`src/rtl/active_list_committer.sv`:
```
// Active-list commit/recovery controller: retires a done, fault-free prefix of the
// head entries each cycle and walks the tail back during recovery.
module active_list_committer #(
  parameter int COMMIT_WIDTH = 2,
  parameter int WALK_WIDTH   = 2,
  parameter int ENTRY_NUM    = 64,
  localparam int CNT_W = $clog2(ENTRY_NUM + 1),
  localparam int PH_W  = $clog2(COMMIT_WIDTH + 1),
  localparam int PT_W  = $clog2(WALK_WIDTH + 1),
  localparam int FL_W  = (COMMIT_WIDTH > 1) ? $clog2(COMMIT_WIDTH) : 1
) (
  input  logic                    clk,
  input  logic                    rst,
  input  logic [CNT_W-1:0]        validEntryNum,
  input  logic [COMMIT_WIDTH-1:0] headDone,
  input  logic [COMMIT_WIDTH-1:0] headFault,
  input  logic                    commitStall,
  input  logic                    toRecoveryPhase,
  input  logic [CNT_W-1:0]        recoveryEntryNum,
  output logic [PH_W-1:0]         popHeadNum,
  output logic [COMMIT_WIDTH-1:0] commitLane,
  output logic [PT_W-1:0]         popTailNum,
  output logic                    faultCommit,
  output logic [FL_W-1:0]         faultLane,
  output logic                    recoveryDone,
  output logic                    inRecovery,
  output logic [31:0]             retiredCount
);

  typedef enum logic [1:0] {
    COMMIT     = 2'd0,
    FAULT_WAIT = 2'd1,
    REC_LOAD   = 2'd2,
    REC_WALK   = 2'd3
  } state_t;

  localparam logic [CNT_W-1:0] WW_C = CNT_W'(WALK_WIDTH);

  state_t                  state_q, state_d;
  logic [CNT_W-1:0]        remaining_q, remaining_d;
  logic [31:0]             retired_q;

  logic [COMMIT_WIDTH-1:0] lane;
  logic [PH_W-1:0]         fault_k;
  logic                    prefix_ok;
  logic                    fault;
  logic [FL_W-1:0]         fault_lane;
  logic [PT_W-1:0]         pop_tail;
  logic                    rec_done;

  function automatic logic [PH_W-1:0] popcnt(input logic [COMMIT_WIDTH-1:0] v);
    logic [PH_W-1:0] c;
    c = '0;
    for (int i = 0; i < COMMIT_WIDTH; i++) c = c + PH_W'(v[i]);
    return c;
  endfunction

  always_comb begin
    state_d     = state_q;
    remaining_d = remaining_q;
    lane        = '0;
    fault_k     = '0;
    prefix_ok   = 1'b1;
    fault       = 1'b0;
    fault_lane  = '0;
    pop_tail    = '0;
    rec_done    = 1'b0;
    case (state_q)
      COMMIT: begin
        if (toRecoveryPhase) begin
          state_d = REC_LOAD;
        end else if (!commitStall) begin
          for (int i = 0; i < COMMIT_WIDTH; i++) begin
            prefix_ok = prefix_ok & headDone[i] & ~headFault[i] & (CNT_W'(i) < validEntryNum);
            lane[i]   = prefix_ok;
          end
          // The fault candidate is the first entry that did not retire.
          fault_k = popcnt(lane);
          for (int i = 0; i < COMMIT_WIDTH; i++) begin
            if ((PH_W'(i) == fault_k) && (CNT_W'(i) < validEntryNum) &&
                headDone[i] && headFault[i]) begin
              fault      = 1'b1;
              fault_lane = FL_W'(i);
            end
          end
          if (fault) state_d = FAULT_WAIT;
        end
      end
      FAULT_WAIT: begin
        if (toRecoveryPhase) state_d = REC_LOAD;
      end
      REC_LOAD: begin
        remaining_d = recoveryEntryNum;
        if (recoveryEntryNum == '0) begin
          rec_done = 1'b1;
          state_d  = COMMIT;
        end else begin
          state_d = REC_WALK;
        end
      end
      REC_WALK: begin
        if (remaining_q <= WW_C) begin
          pop_tail    = PT_W'(remaining_q);
          remaining_d = '0;
          rec_done    = 1'b1;
          state_d     = COMMIT;
        end else begin
          pop_tail    = PT_W'(WALK_WIDTH);
          remaining_d = remaining_q - WW_C;
        end
      end
      default: state_d = COMMIT;
    endcase
  end

  // Outputs are squashed during the reset cycle itself.
  assign commitLane   = rst ? '0 : lane;
  assign popHeadNum   = rst ? '0 : popcnt(lane);
  assign popTailNum   = rst ? '0 : pop_tail;
  assign faultCommit  = rst ? 1'b0 : fault;
  assign faultLane    = rst ? '0 : fault_lane;
  assign recoveryDone = rst ? 1'b0 : rec_done;
  assign inRecovery   = rst ? 1'b0 : (state_q != COMMIT);
  assign retiredCount = retired_q;

  always_ff @(posedge clk) begin
    if (rst) begin
      state_q     <= COMMIT;
      remaining_q <= '0;
      retired_q   <= '0;
    end else begin
      state_q     <= state_d;
      remaining_q <= remaining_d;
      retired_q   <= retired_q + 32'(popHeadNum);
    end
  end

endmodule
```
`config.mk`:
```
export PLATFORM = sky130hd
export DESIGN_NAME = active_list_committer
export DESIGN_NICKNAME = d
export VERILOG_FILES = /design/src/rtl/active_list_committer.sv
export SDC_FILE = /design/constraint.sdc
export NUM_CORES = 1
export LEC_CHECK = 0
export ABC_AREA = 1
export CAP_MARGIN = 10
export CORE_ASPECT_RATIO = 0.75
export CORE_MARGIN = 4
export CORE_UTILIZATION = 53
export CTS_BUF_LIST = sky130_fd_sc_hd__clkbuf_4 sky130_fd_sc_hd__clkbuf_8 sky130_fd_sc_hd__clkbuf_16
export DETAILED_ROUTE_END_ITERATION = 10
export PLACE_DENSITY_LB_ADDON = 0.05
export SETUP_SLACK_MARGIN = 0.1
export SLEW_MARGIN = 5
export SYNTH_ARGS = -nofsm -noshare
export SYNTH_HDL_FRONTEND = slang
export SYNTH_SLANG_ARGS = --single-unit
```
`constraint.sdc`:
```
create_clock -name clk -period 7 [get_ports clk]
set_input_delay 1.05 -clock clk [delete_from_list [all_inputs] [get_ports clk]]
set_output_delay 1.05 -clock clk [all_outputs]
set_load 0.02 [all_outputs]
```
# After elaboration in Yosys (flattened, before gate mapping)

Index checks and enable logic that the tools add are counted.

Bits in registers: 41
Bits of input ports: 22
Output and inout port bits: 42
Logic and storage cells: 73

Add/sub/neg operators: 4
$lt $le $gt $ge: 3
Equal/unequal tests: 8
Muxes and demuxes: 36
Bitwise gates (word level): 7
Reduce and logical (&&, ||, !) cells: 12

Operators by type and width:

| operator                                                        | number |
|---|---|
| adder 32 x 2 -> 32 bit                                          | 1 |
| 2-to-1 mux 2 bit                                                | 14 |
| 2-to-1 mux 1 bit                                                | 18 |
| < comparator 1 x 7 -> 1 bit (first input constant)              | 2 |
| one-hot mux 7 bit (2 select lines)                              | 1 |
| one-hot mux 2 bit (4 select lines)                              | 1 |
| less-or-equal comparator 7 x 2 -> 1 bit (second input constant) | 1 |
| logical NOT 7 bit                                               | 1 |
| 2-to-1 mux 7 bit                                                | 1 |
| subtractor 7 x 2 -> 7 bit (second input constant)               | 1 |
| logical AND 1 bit                                               | 6 |
| != test 3 bit (second input constant)                           | 2 |
| bitwise AND 1 bit                                               | 5 |
| adder 1 x 1 -> 2 bit                                            | 2 |
| == test 2 bit (second input constant)                           | 2 |
| logical NOT 2 bit                                               | 2 |
| != test 2 bit (second input constant)                           | 2 |
| AND reduction 4 bit                                             | 1 |
| nonzero test 2 bit                                              | 2 |
| == test 1 x 2 -> 1 bit (first input constant)                   | 1 |
| == test 2 x 1 -> 1 bit (second input constant)                  | 1 |
| inverter 1 bit                                                  | 2 |
| one-hot mux 1 bit (2 select lines)                              | 1 |

# Depth between registers and ports, before layout

Gate-level depths: netlist of the first run.

Word-level depth: 20
Depth in mapped cells: 20
Mapped depth without buffers: 20

# Least setup slack after synthesis of the first run

No wires, ideal clock.

Path kind: in2reg
From: in validEntryNum[2]
To: reg retired_q[16] (netlist: retiredCount[16])
Setup time: 0.115 ns
Data arrival time: 3.707 ns
Data required time: 6.885 ns
Slack: 3.178 ns
Cell stages on the path: 20
Buffers on the path: 0
Path through: nor2_1 -> nand2_1 -> o21ai_0 -> nor2_1 -> nand3_1 -> inv_1 -> ha_1 -> inv_1 -> nor2_1 -> ha_1 -> inv_1 -> fa_1 -> nor2_4 -> nand2_2 -> nor2_2 -> nand2_2 -> nor2_4 -> nand2_1 -> o21ai_1 -> nor2_1

Cells in the longest elaborated chain, start to end: 11
Elaborated cells on any way between the ends: 12
Classes of those cells: 2 x add/sub; 2 x order compare; 4 x mux; 4 x bitwise

RTL lines:

| element                        | RTL line | RTL |
|---|---|---|
| from (decl)                    | 14       | `input logic [CNT_W-1:0] validEntryNum,` |
| < comparator 1 x 7 -> 1 bit    | 74       | `prefix_ok = prefix_ok & headDone[i] & ~headFault[i] & (CNT_W'(i) < validEntryNum);` |
| bitwise AND 1 bit (4 in a row) | 74       |  |
| 2-to-1 mux 2 bit (*)           | 72       | `end else if (!commitStall) begin` |
| 2-to-1 mux 2 bit (*)           | 70       | `if (toRecoveryPhase) begin` |
| 2-to-1 mux 2 bit (*)           | 68       | `case (state_q)` |
| adder 1 x 1 -> 2 bit (*)       | 54       | `for (int i = 0; i < COMMIT_WIDTH; i++) c = c + PH_W'(v[i]);` |
| 2-to-1 mux 2 bit (*)           | 118      | `assign popHeadNum = rst ? '0 : popcnt(lane);` |
| via popHeadNum[0]              | 20       | `output logic [PH_W-1:0] popHeadNum,` |
| adder 32 x 2 -> 32 bit (*)     | 134      | `retired_q <= retired_q + 32'(popHeadNum);` |
| to (signal assigned)           | 134      |  |
| to (decl)                      | 41       | `logic [31:0] retired_q;` |

The timed path passes the listed nets; every way through them passes the cells marked *.
A chain may end at the register's enable or synchronous reset.

# Worst setup path in the final report of the first run

From: in rst
To: out commitLane[1]

Cells in the longest elaborated chain, start to end: 1

RTL lines:

| element          | RTL line | RTL |
|---|---|---|
| from (decl)      | 13       | `input logic rst,` |
| 2-to-1 mux 2 bit | 117      | `assign commitLane = rst ? '0 : lane;` |
| to (decl)        | 21       | `output logic [COMMIT_WIDTH-1:0] commitLane,` |

No other way between the ends.

==> results of run 1 <==
-- layout by cell type, fill, tap and decap left out, types with 3 or more instances in the layout --
cell type	n
xor2_1	5
nand2_1	88
nor3_1	12
and3_1	4
clkbuf_8	7
nand2_2	5
nor2_2	6
o21ai_0	16
a21oi_1	34
inv_2	5
inv_1	44
nand3b_1	4
nand4_1	7
or2_0	4
a31oi_1	3
nor2_4	4
o21ai_1	4
nor3_2	4
ha_1	5
nor3b_2	3
nand3_1	16
dfxtp_1	41
clkdlybuf4s50_1	63
nor2_1	58
-- report_power, final --
group	internal (mW)	switching, mW	total [mW]
sequential	0.250	0.0194	0.269
clock	0.0892	0.0863	0.176
combinational	0.0626	0.0898	0.152
total	0.402	0.196	0.597
-- stage by stage --
stage                     instances  util (%)  hold slack [ps]
after detailed placement        501      70.7              463
after CTS                       509      73.0              477
after global routing            509      73.0              496
after floorplan                 386         -              463
after global placement          501      70.7              464
final                           509      73.0              477
-- Yosys cell counts --
cell type   n
nand4_1     7
fa_1        1
nor4_1      1
nor2_4      4
nor2_2      6
nor3_1     12
nor3b_2     3
clkbuf_1    3
a21oi_2     1
o21a_1      1
nor2_1     58
nand3_1    16
or2_1       1
nor3_2      4
or2_2       1
ha_1        5
nand2_1    88
a21oi_1    34
and2_1      1
o21ai_1     4
buf_1       2
inv_2       5
nand2_2     5
clkinv_1    1
nand3b_1    4
inv_1      44
xor2_1      5
and3_1      4
dfxtp_1    41
or2_0       4
buf_2       1
o21ai_0    16
a31oi_1     3
-- critical path, stage by stage --
cell             delay (ps)
clkdlybuf4s50_1         390
buf_4                   230
inv_1                   500
nand3_1                 240
nor3_1                  230
clkdlybuf4s50_1         630
-- cells by family (layout without fill, tap and decap cells) --
family / count (synthesis) / in the layout / synth area share, %
flops: 41 / 41 / 32.9
simple gates: 219 / 219 / 41.3
compound gates: 59 / 59 / 12.2
xor+xnor: 5 / 5 / 1.76
buf+inv: 56 / 122 / 8.48
fa+ha+maj: 6 / 6 / 3.31
-- registers in the layout, indices dropped and copies added, names as in the netlist --
signal,cells
retiredCount,32
remaining_q,7
state_q,2
-- final timing paths --
kind,from,end,slack [ps],cells after the start
setup / recovery,rst,commitLane[1],2660,6
setup reg to reg,state_q[1],retiredCount[16],3850,19
hold reg to reg,retiredCount[31],retiredCount[31],480,2
hold / removal,retiredCount[31],retiredCount[31],480,2
-- layer usage --
layer,global-route usage (%),vias to the layer above,share of wire (%),wire length (um)
met2,33.7,109,39,2580
met4,6.51,0,1.0,68
met1,36.9,1180,51,3340
li1,-,1372,-,-
met3,4.76,7,8.6,563
met5,0,-,0,0
-- final cells by class --
class                      instances  share of cell area, %
inverter                          50                   5.72
clock buffer                       7                   2.94
sequential                        41                   25.0
tap                               57                   2.17
timing repair buffer              64                   19.5
multi-input combinational        289                   44.5
clock inverter                     1                  0.153
==> metrics.md, run 1 <==
| Metric | Value |
|---|---|
| Via Count | `2668` |
| Max-cap violations | `0` |
| Num CTS Buffers | `5` |
| GRT Total Usage | `24.0%` |
| CP Launch Type | `input port` |
| Crit path required time | `5950 ps` |
| Total wire length | `6550 um` |
| Avg Inst Size Synth | `6.46 um2` |
| Pin count of the biggest net entering global routing | `28` |
| Final net count | `479` |
| Final Hold Fails | `0` |
| Yosys top cell by area | `dfxtp_1` |
| VDD IR max | `0.158 mV` |
| Post-cts resize count | `0` |
| Rows | `21` |
| Leakage Power | `1.18 nW` |
| Antenna diodes | `0` |
| Worst-Margin Slew | `623 ps` |
| DRC viols | `0` |
| Hold Path Class | `reg2reg` |
| Clock slew at reported path FFs | `80 ps` |
| Iter 0 DRT Violations | `191` |
| Total power | `597 uW` |
| Yosys cell types | `33` |
| Vias in the first global route | `2382` |
| Via/cell ratio | `5.24` |
| Clock Latency Late Sink | `300 ps` |
| Outcome | `finished, final reports clean` |
| Synth top area cells | `dfxtp_1, nand2_1, nor2_1` |
| DRT Pass-1 Iters | `5` |
| Peak fanout along the critical path | `27` |
| Max Clk Rate | `0.231 GHz` |
| Initial Util | `55.5%` |
| IO buf count | `63` |
| Synthesis warning total | `0` |
| Endpoint class of the critical path | `output port` |
| CTS sink count | `41` |
| Fin Clk Skew | `10.7 ps` |
| RSZ-0062 raised after global routing | `no` |
| FF+latch count, synth | `41` |
| Share of the synthesized area in the top cell type | `32.9%` |
| Critical path class | `in2out` |
| Post-Syn Area | `2490 um2` |
| Final setup fails | `0` |
| Die width | `87.2 um` |
| Fillers | `410` |
| Mapped Cells | `386` |
| IO Count | `64` |
| Layout cells sized above 1 | `8.41%` |
| GP Congestion | `0.916` |
| Max-slew violation count | `0` |
| Slew HR | `58.4%` |
| Synthesized Nets | `414` |
| Final ANT Viol Nets | `0` |
| Sequential area share after synthesis | `32.9%` |
| Setup ws final | `2660 ps` |
| Max Root-Sink Buffers | `2` |
| Die Y | `67.4 um` |
| Setup WS pre-CTS | `2670 ps` |
| Post-CTS Setup Inserts | `0` |
| Hpwl dp | `5090 um` |
| Multi-input logic area | `1460 um2` |
| Die ar. | `5880 um2` |
| Area after DPL | `3180 um2` |
| Setup TNS | `0 ps` |
| P per Cell Area | `182 nW/um2` |
| # hold bufs at CTS | `0` |
| Storage cell area | `821 um2` |
| Initial antenna violation count | `0` |
| Layout area overhead | `31.6%` |
| Tmin final | `4340 ps` |
| H-Tree Depth | `2` |
| Design area | `3280 um2` |
| Worst Path Arrival | `3290 ps` |
| GR Overflow Total | `0` |
| Clock root buffer | `clkbuf_8` |
| Wire per inst | `12.9 um` |
| Final period util | `61.9%` |
| CTS tree | `built` |
| First-pass GRT wire length | `11000 um` |
| Core Region | `4490 um2` |
No activity file was read; power rests on OpenSTA's default activity.
==> inputs of run 2 (changes only) <==
--- a/config.mk
+++ b/config.mk
@@ -9,7 +9,7 @@
 export CAP_MARGIN = 10
 export CORE_ASPECT_RATIO = 0.75
 export CORE_MARGIN = 4
-export CORE_UTILIZATION = 53
+export CORE_UTILIZATION = 49
 export CTS_BUF_LIST = sky130_fd_sc_hd__clkbuf_4 sky130_fd_sc_hd__clkbuf_8 sky130_fd_sc_hd__clkbuf_16
 export DETAILED_ROUTE_END_ITERATION = 10
 export PLACE_DENSITY_LB_ADDON = 0.05
==> constraint.sdc (replaced) <==
create_clock -name clk -period 4.25 [get_ports clk]
set_input_delay 0.6375 -clock clk [delete_from_list [all_inputs] [get_ports clk]]
set_output_delay 0.6375 -clock clk [all_outputs]
set_load 0.02 [all_outputs]
==> run 2 against run 1 <==
  * Non-clock buffer count up 2
  * Power up 74%
  * Setup slack worse by 1900 ps
  * Die area up 7.3%
  * Sequential share of layout area down 0.28 points
  * Critical endpoint is now retiredCount[16]
  * Core utilization down 5.3 points
  * Final cell count up 0.98%
==> metrics.md, run 2 (synthesis results as in run 1) <==
| Metric | Value |
|---|---|
| Num CTS Buffers | `5` |
| DRT Pass-1 Iters | `5` |
| Wire per inst | `13.6 um` |
| P per Cell Area | `313 nW/um2` |
| Critical path class | `in2reg` |
| Total wire length | `6980 um` |
| Met3 GRT Util | `5.21%` |
| Hold Path Class | `reg2reg` |
| Worst-Margin Slew | `576 ps` |
| Clock slew at reported path FFs | `80 ps` |
| Peak fanout along the critical path | `7` |
| Initial Util | `50.9%` |
| GR Overflow Total | `0` |
| FF-to-FF path depth | `19` |
| Hpwl dp | `5580 um` |
| Max Clk Rate | `0.285 GHz` |
| Reg2Reg Setup Slack | `1130 ps` |
| Max-slew violation count | `0` |
| Die ar. | `6300 um2` |
| Final Hold Fails | `0` |
| Layout cells sized above 1 | `8.81%` |
| Placed Cells incl. Taps | `506` |
| Leakage Power | `1.20 nW` |
| RSZ-0062 raised after global routing | `no` |
| Crit path launch | `validEntryNum[2]` |
| Tmin final | `3510 ps` |
| Commonest non-fill, non-tap cell in the layout | `nand2_1` |
| Setup WS pre-CTS | `427 ps` |
| Internal | `714 uW` |
| Antenna diodes | `0` |
| VDD IR max | `0.196 mV` |
| Clock root buffer | `clkbuf_8` |
| Fin cells | `514` |
| IO Count | `64` |
| Via/cell ratio | `5.28` |
| Hold Crit Endpoint | `retiredCount[31]` |
| Met2 Usage GRT | `32.9%` |
| Multi-input logic area | `1460 um2` |
| Fillers | `447` |
| Post-CTS Setup Inserts | `0` |
| Final period util | `82.6%` |
| Max Root-Sink Buffers | `2` |
| Final setup fails | `0` |
| Seq pwr share | `42.7%` |
| Final ANT Viol Nets | `0` |
| Slew HR | `61.3%` |
| Switching portion of total power | `31.3%` |
| Via Count | `2714` |
| Rows | `22` |
| RR Endpoint | `retiredCount[16]` |
| Endpoint class of the critical path | `register` |
| Pin count of the biggest net entering global routing | `16` |
| Crit path required time | `4450 ps` |
| Iter 0 DRT Violations | `190` |
| Setup TNS | `0 ps` |
| Max FFs per register | `32` |
| GR peak layer | `met2` |
| H-Tree Depth | `2` |
| Core Region | `4900 um2` |
| Setup ws final | `738 ps` |
| Die Y | `69.8 um` |
| Die width | `90.4 um` |
| Layout area overhead | `33.1%` |
| Hold path start | `retiredCount[31]` |
| GRT Total Usage | `22.1%` |
| Combinational group share of total power | `24.3%` |
| Hold Path Cell Cnt | `2` |
| CP Launch Type | `input port` |
| Post-cts resize count | `0` |
| Worst Path Arrival | `3720 ps` |
| Most frequent cells in the layout | `nand2_1, clkdlybuf4s50_1, nor2_1, inv_1, dfxtp_1` |
| CTS tree | `built` |
| IO buf count | `63` |
| First-pass GRT wire length | `11500 um` |
| Fin Clk Skew | `9.56 ps` |
| Clock Power Share | `33.0%` |
| Initial antenna violation count | `0` |
| # hold bufs at CTS | `0` |
| P_sw | `325 uW` |
| CTS sink count | `41` |
| Clock Latency Late Sink | `310 ps` |
| WHS | `482 ps` |
| Post-layout util | `67.7%` |
| Final net count | `481` |
| R2r startpoint | `state_q[1]` |
| Met1 Track Usage GR | `32.0%` |
| Storage cell area | `821 um2` |
| Max-cap violations | `0` |
| Outcome | `finished, final reports clean` |
| Vias in the first global route | `2542` |
| DRC viols | `0` |
| GP Congestion | `0.928` |
[run 2: cell count changes in the layout (fill, tap and decap cells not counted), sizes merged]
cell,delta
clkinv,-1
bufinv,+1
buf,+2
[run 2: layer usage]
| layer | wire, um | vias up |
|---|---|---|
| met5 | 0 | - |
| met4 | 53 | 0 |
| met3 | 523 | 7 |
| met2 | 2930 | 104 |
| met1 | 3480 | 1230 |
| li1 | - | 1373 |
[run 2: worst max-delay path by stage]
stage	end	slack (ps)	depth (start not counted)
2_1_floorplan	retiredCount[16]	840	20
3_3_place_gp	retiredCount[16]	580	21
3_5_place_dp	retiredCount[16]	430	21
4_1_cts	retiredCount[16]	730	21
5_1_grt	retiredCount[20]	440	21
6_report	retiredCount[16]	740	21
[run 2: critical path, cell delays in order]
cell	delay, ps
clkdlybuf4s50_1	400
nor2_1	140
nand2_1	80
o21ai_0	150
nor2_1	90
nand3_1	90
inv_1	50
ha_1	270
inv_1	40
nor2_1	130
ha_1	190
inv_1	50
fa_1	440
nor2_4	160
nand2_2	90
nor2_2	130
nand2_2	100
nor2_4	180
nand2_1	100
o21ai_1	140
nor2_1	60
[run 2: final cells by class]
cell class              instances  area share, %
repair buffers                 66           19.7
well taps                      60           2.26
clock inverters                 1          0.905
flip-flops and latches         41           24.7
clock buffers                   7           2.72
multi-input cells             289           44.0
inverters                      50           5.66
[run 2: power by group through the flow]
stage                     sequential [mW]  combinational [mW]  clock (mW)
after detailed placement            0.452               0.250           0
after global routing                0.449               0.284       0.355
final                               0.444               0.253       0.342
after CTS                           0.443               0.252       0.343
after floorplan                     0.437               0.191           0
after global placement              0.451               0.245           0
[run 2: stage by stage]
| step | power (mW) | cell area, um2 |
|---|---|---|
| final | 1.04 | 3320 |
| after global routing | 1.09 | 3320 |
| after CTS | 1.04 | 3320 |
| after detailed placement | 0.703 | 3200 |
| after global placement | 0.696 | 3200 |
| after floorplan | 0.628 | 2490 |
==> inputs of run 3 (changes only) <==
==> constraint.sdc (replaced) <==
create_clock -name clk -period 3.3 [get_ports clk]
set_input_delay 0.495 -clock clk [delete_from_list [all_inputs] [get_ports clk]]
set_output_delay 0.495 -clock clk [all_outputs]
set_load 0.02 [all_outputs]
==> run 3 against run 2 <==
  * Clock skew shrank 1.2 ps
  * First-iteration DRC count is 6.3% higher
  * Global-route usage up 0.12 points
  * Via count up 2.9%
  * Combinational power grew 42%
  * Wire length is 5.0% higher
  * Design area is 6.0% higher
  * Core utilization increased by 4.1 points
  * Final cell count up 2.5%
  * Power increased by 36%
  * Flip-flop and latch count is the same
==> metrics.md, run 3 (synthesis results as in run 1) <==
| Metric | Value |
|---|---|
| Outcome | `finished, final reports clean` |
| CTS tree | `built` |
| CP Launch Type | `input port` |
| Endpoint class of the critical path | `register` |
| Worst Path Buf+Inv | `3` |
| Setup WS pre-CTS | `-276 ps` |
| Slew HR | `72.5%` |
| Setup ws final | `210 ps` |
| Pin count of the biggest net entering global routing | `20` |
| Worst Path Arrival | `3290 ps` |
| Antenna diodes | `0` |
| Layout cells sized above 1 | `15.2%` |
| Max Clk Rate | `0.324 GHz` |
| Hold Path Class | `reg2reg` |
| Reg2Reg Setup Slack | `440 ps` |
| Wire per inst | `13.9 um` |
| CTS sink count | `41` |
| Most frequent cells in the layout | `nand2_1, clkdlybuf4s50_1, nor2_1, inv_1, dfxtp_1` |
| H-Tree Depth | `2` |
| Initial Util | `50.9%` |
| Final Hold Fails | `0` |
| GRT Total Usage | `22.3%` |
| Die width | `90.4 um` |
| Commonest non-fill, non-tap cell in the layout | `nand2_1` |
| Worst-Margin Slew | `411 ps` |
| Core Region | `4900 um2` |
| Via/cell ratio | `5.30` |
| Crit path required time | `3500 ps` |
| First-pass GRT wire length | `11400 um` |
| Max stage delay on crit path | `490 ps` |
| Final period util | `93.7%` |
| DRT Pass-1 Iters | `4` |
| Hpwl dp | `5430 um` |
| Layout area overhead | `41.1%` |
| Final net count | `494` |
| Tmin final | `3090 ps` |
| Num CTS Buffers | `5` |
| Rows | `22` |
| Die ar. | `6300 um2` |
| Clock slew at reported path FFs | `90 ps` |
| P per Cell Area | `401 nW/um2` |
| Leakage Power | `1.38 nW` |
| Delay-heaviest family, CP | `simple AND/OR/NAND/NOR gates` |
| GP Congestion | `0.873` |
| Final ANT Viol Nets | `0` |
| Clock Latency Late Sink | `300 ps` |
| Total wire length | `7330 um` |
| Initial antenna violation count | `0` |
| Fin Clk Skew | `8.36 ps` |
| Vias in the first global route | `2508` |
| Max-cap violations | `0` |
| IO buf count | `63` |
| DRC viols | `0` |
| GR Overflow Total | `0` |
| CP max-delay cell | `clkdlybuf4s50_1` |
| Critical path class | `in2reg` |
| Clock root buffer | `clkbuf_8` |
| CP Cell Sequence | `clkdlybuf4s50_1 -> o21ai_2 -> nor2_2 -> nand3_2 -> nor2_2 -> ha_1 -> inv_2 -> nor2_2 -> ha_2 -> inv_2 -> fa_2 -> nor2_4 -> nand2_4 -> nor2_4 -> nand2_4 -> nor2_4 -> nand3_2 -> o21ai_2 -> nor2_1` |
| Iter 0 DRT Violations | `202` |
| # hold bufs at CTS | `0` |
| IO Count | `64` |
| Total power | `1.41 mW` |
| Die Y | `69.8 um` |
| RSZ-0062 raised after global routing | `yes` |
| VDD IR max | `0.363 mV` |
| Final setup fails | `0` |
| Max-slew violation count | `0` |
| Setup TNS | `0 ps` |
| Max FFs per register | `32` |
| Max Root-Sink Buffers | `2` |
| Peak fanout along the critical path | `6` |
| Via Count | `2792` |
run 3: cell types whose count changed in the layout (fill, tap and decap cells not counted), moves of 5 or more:
cell / before / now
buf_4: 3 / 15
clkdlybuf4s50_1: 63 / 55
dlymetal6s2s_1: 0 / 8
nor2_1: 58 / 52
nor2_2: 6 / 11
run 3: tightest hold or removal path: stages, from the launching register on:
cell,delay (ps)
dfxtp_1,330
nand2_1,60
a21oi_1,50
run 3: path summary, 6_finish.rpt:
kind | startpoint | endpoint | cells past startpoint
min reg2reg | retiredCount[31] | retiredCount[31] | 2
max reg2reg | state_q[0] | retiredCount[20] | 19
min | retiredCount[31] | retiredCount[31] | 2
max | headDone[0] | retiredCount[20] | 19
run 3: cell type report:
cell class	instances	area, um2
Multi-Input combinational cell	289	1530
Fill cell	399	1380
Sequential cell	41	821
Timing Repair Buffer	79	774
Inverter	50	188
Tap cell	60	75.1
Clock buffer	5	68.8
Clock inverter	3	65.1
run 3: power breakdown:
part	internal, mW	switching [mW]
Sequential	0.530	0.0329
Combinational	0.148	0.211
Clock	0.301	0.187
run 3: per-layer routing:
metal / global-route usage (%) / wire length [um] / vias to the layer above / share of wire [%]
li1: - / - / 1399 / -
met1: 31.5 / 3480 / 1296 / 47
met2: 34.5 / 3250 / 88 / 44
met3: 4.34 / 521 / 9 / 7.1
met4: 5.94 / 75 / 0 / 1.0
met5: 0 / 0 / - / 0
run 3: repair_timing:
| action | 4_1_cts | 5_1_grt |
|---|---|---|
| pin swaps | 1 | 19 |
| setup buffers | 0 | 3 |
| setup endpoints to repair | 7 | 16 |
| endpoints found under the hold margin | 0 | 0 |
| gates resized for setup | 2 | 28 |
run 3: metrics by stage:
stage | area (um2) | std cells | hold slack [ps] | utilization [%]
final | 3520 | 527 | 480 | 71.8
after floorplan | 2490 | 386 | 463 | -
after global routing | 3520 | 527 | 513 | 71.8
after detailed placement | 3270 | 516 | 474 | 66.8
after global placement | 3270 | 516 | 459 | 66.8
after CTS | 3410 | 524 | 487 | 69.6
